**src/rtl/out_buf_writer.sv**
```systemverilog
// Write side of the dual-port output buffer: accepts DSP samples, drives the buffer
// write port with a wrapping address, and gates the reader until the buffer is primed.
module out_buf_writer #(
    parameter int DEPTH  = 768,
    parameter int ADDR_W = 10,
    parameter int DATA_W = 16,
    parameter int PRIME  = 384
) (
    input  logic              sys_clk,
    input  logic              reset,
    input  logic              flush,
    input  logic [DATA_W-1:0] in_data,
    input  logic              in_valid,
    output logic              in_ready,
    input  logic              rd_tick,
    output logic              buf_ready,
    output logic [ADDR_W-1:0] Outa,
    output logic [DATA_W-1:0] Outd,
    output logic              OutBufWea,
    output logic [ADDR_W-1:0] level,
    output logic              frame_done,
    output logic              overrun,
    output logic              underrun
);

    localparam logic [ADDR_W-1:0] DEPTH_L = ADDR_W'(DEPTH);
    localparam logic [ADDR_W-1:0] LAST_L  = ADDR_W'(DEPTH - 1);
    localparam logic [ADDR_W-1:0] PRIME_L = ADDR_W'(PRIME);
    localparam logic [ADDR_W-1:0] ONE_L   = ADDR_W'(1);
    localparam logic [ADDR_W-1:0] ZERO_L  = '0;

    typedef enum logic {
        ST_PRIME,
        ST_RUN
    } state_t;

    state_t            state_q, state_d;
    logic [ADDR_W-1:0] wr_ptr_q, wr_ptr_d;
    logic [ADDR_W-1:0] level_q, level_d;
    logic [ADDR_W-1:0] outa_q, outa_d;
    logic [DATA_W-1:0] outd_q, outd_d;
    logic              wea_q, wea_d;
    logic              frame_q, frame_d;
    logic              overrun_q, overrun_d;
    logic              underrun_q, underrun_d;

    logic              run;
    logic              accept;
    logic              tick_cnt;
    logic              underrun_ev;

    always_ff @(posedge sys_clk) begin
        if (!reset) begin
            state_q    <= ST_PRIME;
            wr_ptr_q   <= '0;
            level_q    <= '0;
            outa_q     <= '0;
            outd_q     <= '0;
            wea_q      <= 1'b0;
            frame_q    <= 1'b0;
            overrun_q  <= 1'b0;
            underrun_q <= 1'b0;
        end else begin
            state_q    <= state_d;
            wr_ptr_q   <= wr_ptr_d;
            level_q    <= level_d;
            outa_q     <= outa_d;
            outd_q     <= outd_d;
            wea_q      <= wea_d;
            frame_q    <= frame_d;
            overrun_q  <= overrun_d;
            underrun_q <= underrun_d;
        end
    end

    // Reader ticks only count in RUN; a tick at level 0 is an underrun, not a decrement.
    always_comb begin
        run         = (state_q == ST_RUN);
        accept      = in_valid & in_ready;
        underrun_ev = run & rd_tick & (level_q == ZERO_L);
        tick_cnt    = run & rd_tick & (level_q != ZERO_L);

        state_d    = state_q;
        wr_ptr_d   = wr_ptr_q;
        level_d    = level_q;
        outa_d     = outa_q;
        outd_d     = outd_q;
        wea_d      = 1'b0;
        frame_d    = 1'b0;
        overrun_d  = overrun_q | (run & in_valid & (level_q == DEPTH_L));
        underrun_d = underrun_q | underrun_ev;

        if (accept) begin
            outa_d   = wr_ptr_q;
            outd_d   = in_data;
            wea_d    = 1'b1;
            frame_d  = (wr_ptr_q == LAST_L);
            wr_ptr_d = (wr_ptr_q == LAST_L) ? ZERO_L : wr_ptr_q + ONE_L;
        end

        case ({accept, tick_cnt})
            2'b10:   level_d = level_q + ONE_L;
            2'b01:   level_d = level_q - ONE_L;
            default: level_d = level_q;
        endcase

        case (state_q)
            ST_PRIME: if (level_d >= PRIME_L) state_d = ST_RUN;
            ST_RUN:   if (underrun_ev) state_d = ST_PRIME;
            default:  state_d = ST_PRIME;
        endcase

        // Flush drops any same-cycle transfer so the reader and writer restart in step.
        if (flush) begin
            state_d  = ST_PRIME;
            wr_ptr_d = '0;
            level_d  = '0;
            outa_d   = outa_q;
            outd_d   = outd_q;
            wea_d    = 1'b0;
            frame_d  = 1'b0;
        end
    end

    always_comb begin
        in_ready   = (level_q < DEPTH_L);
        buf_ready  = (state_q == ST_RUN);
        Outa       = outa_q;
        Outd       = outd_q;
        OutBufWea  = wea_q;
        level      = level_q;
        frame_done = frame_q;
        overrun    = overrun_q;
        underrun   = underrun_q;
    end

endmodule

```
**config.mk**
```make
export PLATFORM = sky130hd
export DESIGN_NAME = out_buf_writer
export DESIGN_NICKNAME = d
export VERILOG_FILES = /design/src/rtl/out_buf_writer.sv
export SDC_FILE = /design/constraint.sdc
export NUM_CORES = 1
export LEC_CHECK = 0
export ABC_AREA = 1
export ABC_CLOCK_PERIOD_IN_PS = 2400
export BUFFER_PORTS_ARGS = -buffer_cell sky130_fd_sc_hd__buf_2
export CAP_MARGIN = 20
export CORE_MARGIN = 3
export CORE_UTILIZATION = 31
export CTS_BUF_LIST = sky130_fd_sc_hd__clkbuf_16
export DETAILED_ROUTE_END_ITERATION = 7
export SLEW_MARGIN = 15
export SYNTH_ARGS = -nofsm -noshare
export SYNTH_HDL_FRONTEND = slang
export SYNTH_SLANG_ARGS = --single-unit
```
**constraint.sdc**
```tcl
create_clock -name sys_clk -period 2.4 [get_ports sys_clk]
set_input_delay 0.6 -clock sys_clk [delete_from_list [all_inputs] [get_ports sys_clk]]
set_output_delay 0.6 -clock sys_clk [all_outputs]
set_load 0.03 [all_outputs]
```
==> metrics.md <==
| Metric | Value |
|---|---|
| Total GRT Usage | `0.151` |
| Synth Area in Adders | `0.0253` |
| Area leader, netlist | `dfxtp_1` |
| CP endpoint kind | `flip-flop` |
| Final hold vios | `0` |
| Worst slew pin tran | `around 0.79 ns` |
| Hold-fix buffers at CTS | `0` |
| Vias in the first global route | `2369` |
| Net Count, Synth | `381` |
| Top cells by area, synth | `dfxtp_1 41%, inv_1 10%, a21oi_1 8.1%, o21ai_0 8.1%, nand2_1 7.7%` |
| Final wirelength | `around 7000 um` |
| Fillers | `729` |
| Largest net degree at the start of global routing | `54` |
| Residual DRC | `0` |
| Commonest cells post-synth | `66 x inv_1, 51 x dfxtp_1, 51 x nand2_1, 40 x a21oi_1, 40 x o21ai_0` |
| Hpwl dp | `~4600 um` |
| Num rows | `31` |
| Vias/cell | `4.65` |
| Hold endpoint | `Outa[1]$_SDFFE_PN0P_` |
| Cell depth of the worst hold path | `2` |
| Footprint of the multi-input gates | `1370 sq um` |
| Rel. slew slack | `0.476` |
| Tcrit/Tclk final | `1.04` |
| Layout cells sized above 1 | `0.405` |
| Max Clk Rate | `~0.40 GHz` |
| Yosys reg bits | `51` |
| Ys flop type | `dfxtp_1` |
| Clock-pin slew on the worst setup and hold paths | `0.08 ns` |
| CTS Buf Count | `5` |
| Antenna Cells | `0` |
| Final Setup Violations | `3` |
| Max Clock Skew | `0.0105 ns` |
| Largest family of logic cells by synthesized area | `simple AND/OR/NAND/NOR gates` |
| R2R Path End | `buf_ready$_SDFF_PP0_` |
| Async SR Flop Fraction | `0` |
| Die Y | `roughly 95 um` |
| Nets | `~480` |
| Failing checks | `negative setup slack` |
| Mapped Area | `approximately 2500 sq um` |
| Boundary Pins | `63` |
| CP arrival | `around 2.7 ns` |
| CP Class | `reg -> reg` |
| Clock Sink Count | `51` |
| Max Slew Vio Count | `0` |
| Die span in x | `95.3 um` |
| H-tree Lvls | `2` |
| Placed insts | `525` |
| Die area | `~9000 sq um` |
| Layout Cells excl Fill | `~560` |
| Reg2reg setup slack | `-0.11 ns` |
| Peak supply drop | `0.258 mV` |
| Final min period | `between 2 and 3 ns` |
| Setup crit start kind | `flip-flop` |
| DRT Pass-1 Iters | `4` |
| RePlAce Congestion | `0.835` |
| DRT antenna net count | `0` |
| Initial antenna violation count | `0` |
| Unrepaired setup endpoints after global routing | `true` |
| Critical path peak fanout | `6` |
| Post-synth EDFFs | `0` |
| Post-synthesis simple-gate area fraction | `0.238` |
| R2R depth | `19` |
| Leak | `1.79 nW` |
| Final hold slack | `0.441 ns` |
| Compound-gate portion of the synthesized area | `0.168` |
| DR iter-0 viols | `between 100 and 150` |
| Grt total ovfl | `0` |
| Pwr/cell area | `roughly 540 nW/um^2` |
| Clk Latency, worst-skew pair | `about 0.3 ns` |
| TNS Setup | `-0.222 ns` |
| # Max-Cap Violations | `0` |
| Area share of xor/xnor cells in the synthesized design | `0.0283` |
| Cells after Synth | `between 300 and 400` |
| Sequential share of the synthesized area | `0.413` |
| Top cell type's share of synthesized area | `0.413` |
| CTS tree | `done` |
| Area grow syn2layout | `48.5%` |
| Initial Util | `0.330` |
| DR vias | `2592` |
| HP Start | `Outa[1]$_SDFFE_PN0P_` |
| Synth Warn # | `0` |
| Most common cell in the netlist | `inv_1` |
| Reg2reg start | `level[6]$_SDFF_PP0_` |
| First-pass GRT wire length | `10800 um` |
| Worst Hold Class | `reg -> reg` |
| Clock Tree Root | `clkbuf_16` |
| Core area | `7490 sq um` |
| Wire per inst | `approximately 13 um` |
| Synthesized area per cell | `6.97 sq um` |
| Total power | `2.00 mW` |
| PortBufs | `between 60 and 70` |
| Mux cell area share after synthesis | `0` |
| Max Buffers Root-to-Sink | `2` |
| Outcome | `finished, violations left` |
| Sequential Area | `1050 sq um` |
| Worst setup margin | `-0.106 ns` |
| Critical Path RT | `2.60 ns` |
| Synth cell types | `24` |
## routing by layer
layer	wire length, um	part of all wire	global-route usage	vias to the layer above
met5	0	0	0	-
li1	-	-	-	1331
met1	3130	0.45	0.192	1164
met3	518	0.074	0.0324	9
met4	131	0.019	0.0661	0
met2	3220	0.46	0.245	88
## layout by cell type (no fill, tap or decap), types with 2 or more instances in the layout
cell	netlist	final
inv_8	0	2
nor2_4	4	9
nor2_2	3	6
inv_1	66	59
nor4_4	0	2
buf_4	0	44
or2_2	2	2
clkinv_4	0	2
nor3_1	4	4
nor3b_1	3	3
xnor2_1	3	2
buf_2	3	62
nor2_1	31	23
o21ai_0	40	35
a21oi_1	40	39
nand3_2	0	6
ha_4	0	3
dfxtp_4	0	6
nand3_1	20	14
nand4_1	5	5
clkbuf_16	0	5
xor2_1	5	5
nand2_4	0	5
nand2_2	3	14
o21ai_1	0	5
buf_12	0	2
nand2_1	51	35
inv_2	1	6
dfxtp_1	51	41
dfxtp_2	0	4
## critical path: stages, from the launching register on
cell and delay [ns]:
dfxtp_4 0.35, inv_2 0.05, nand4_1 0.16, nor4_4 0.29, nor2_2 0.11, ha_4 0.22, buf_12 0.14, buf_16 0.13
nand2_4 0.07, nand2_4 0.06, nand2_2 0.08, nor2_1 0.06, nor2_2 0.17, nand2_1 0.09, nand2_1 0.08, nand3_2 0.07
nand2_2 0.09, nor2_2 0.04, nor2_1 0.09, nor2_1 0.05
## power breakdown
part	switching, mW	leakage, nW	internal [mW]
logic	0.213	1.29	0.143
clock network	0.350	0.0759	0.398
registers	0.0180	0.423	0.879
total	0.581	1.79	1.42
## repair_timing
item,CTS,global route
endpoints found under the setup margin,1,10
gates cloned,1,0
endpoints found under the hold margin,0,0
resized for setup,19,40
pin swaps,20,32
setup buffers,20,6
## worst max-delay path by stage
stage / start / to / slack [ns] / depth (start not counted)
floorplan: level[6]$_SDFF_PP0_ / buf_ready$_SDFF_PP0_ / -0.01 / 20
detailed placement: level[0]$_SDFF_PP0_ / buf_ready$_SDFF_PP0_ / -0.07 / 18
finish: level[6]$_SDFF_PP0_ / buf_ready$_SDFF_PP0_ / -0.11 / 19
global placement: level[6]$_SDFF_PP0_ / buf_ready$_SDFF_PP0_ / -0.005 / 18
global route: level[1]$_SDFF_PP0_ / buf_ready$_SDFF_PP0_ / -0.29 / 19
CTS: level[6]$_SDFF_PP0_ / buf_ready$_SDFF_PP0_ / -0.05 / 19
## through the flow
step           area, sq um  setup WS, ns   util
2_1_floorplan         2540       -0.0113      -
3_3_place_gp          3100      -0.00478  0.414
3_5_place_dp          3100       -0.0682  0.414
4_1_cts               3480       -0.0534  0.464
5_1_grt               3670        -0.291  0.491
6_report              3670        -0.106  0.491
## logic make-up after synthesis
family                   after synthesis
XOR/XNOR                               8
flip-flops                            51
AND/OR/NAND/NOR                      128
adder cells (fa/ha/maj)                5
AO/OA/AOI/OAI                         82
buffers and inverters                 81
## final cells by class
| class | count | share of cell area |
|---|---|---|
| clock buffer | 5 | 0.0341 |
| clock inverter | 3 | 0.00783 |
| inverter | 67 | 0.0712 |
| multi-input combinational | 223 | 0.372 |
| sequential | 51 | 0.285 |
| tap | 99 | 0.0337 |
| timing repair buffer | 110 | 0.196 |
## registers in the layout, indices dropped and copies added (netlist names), 10 cells and up
register	cells
Outd	16
Outa	10
level	10
wr_ptr_q	10
Power figures use the tool's default switching activity.
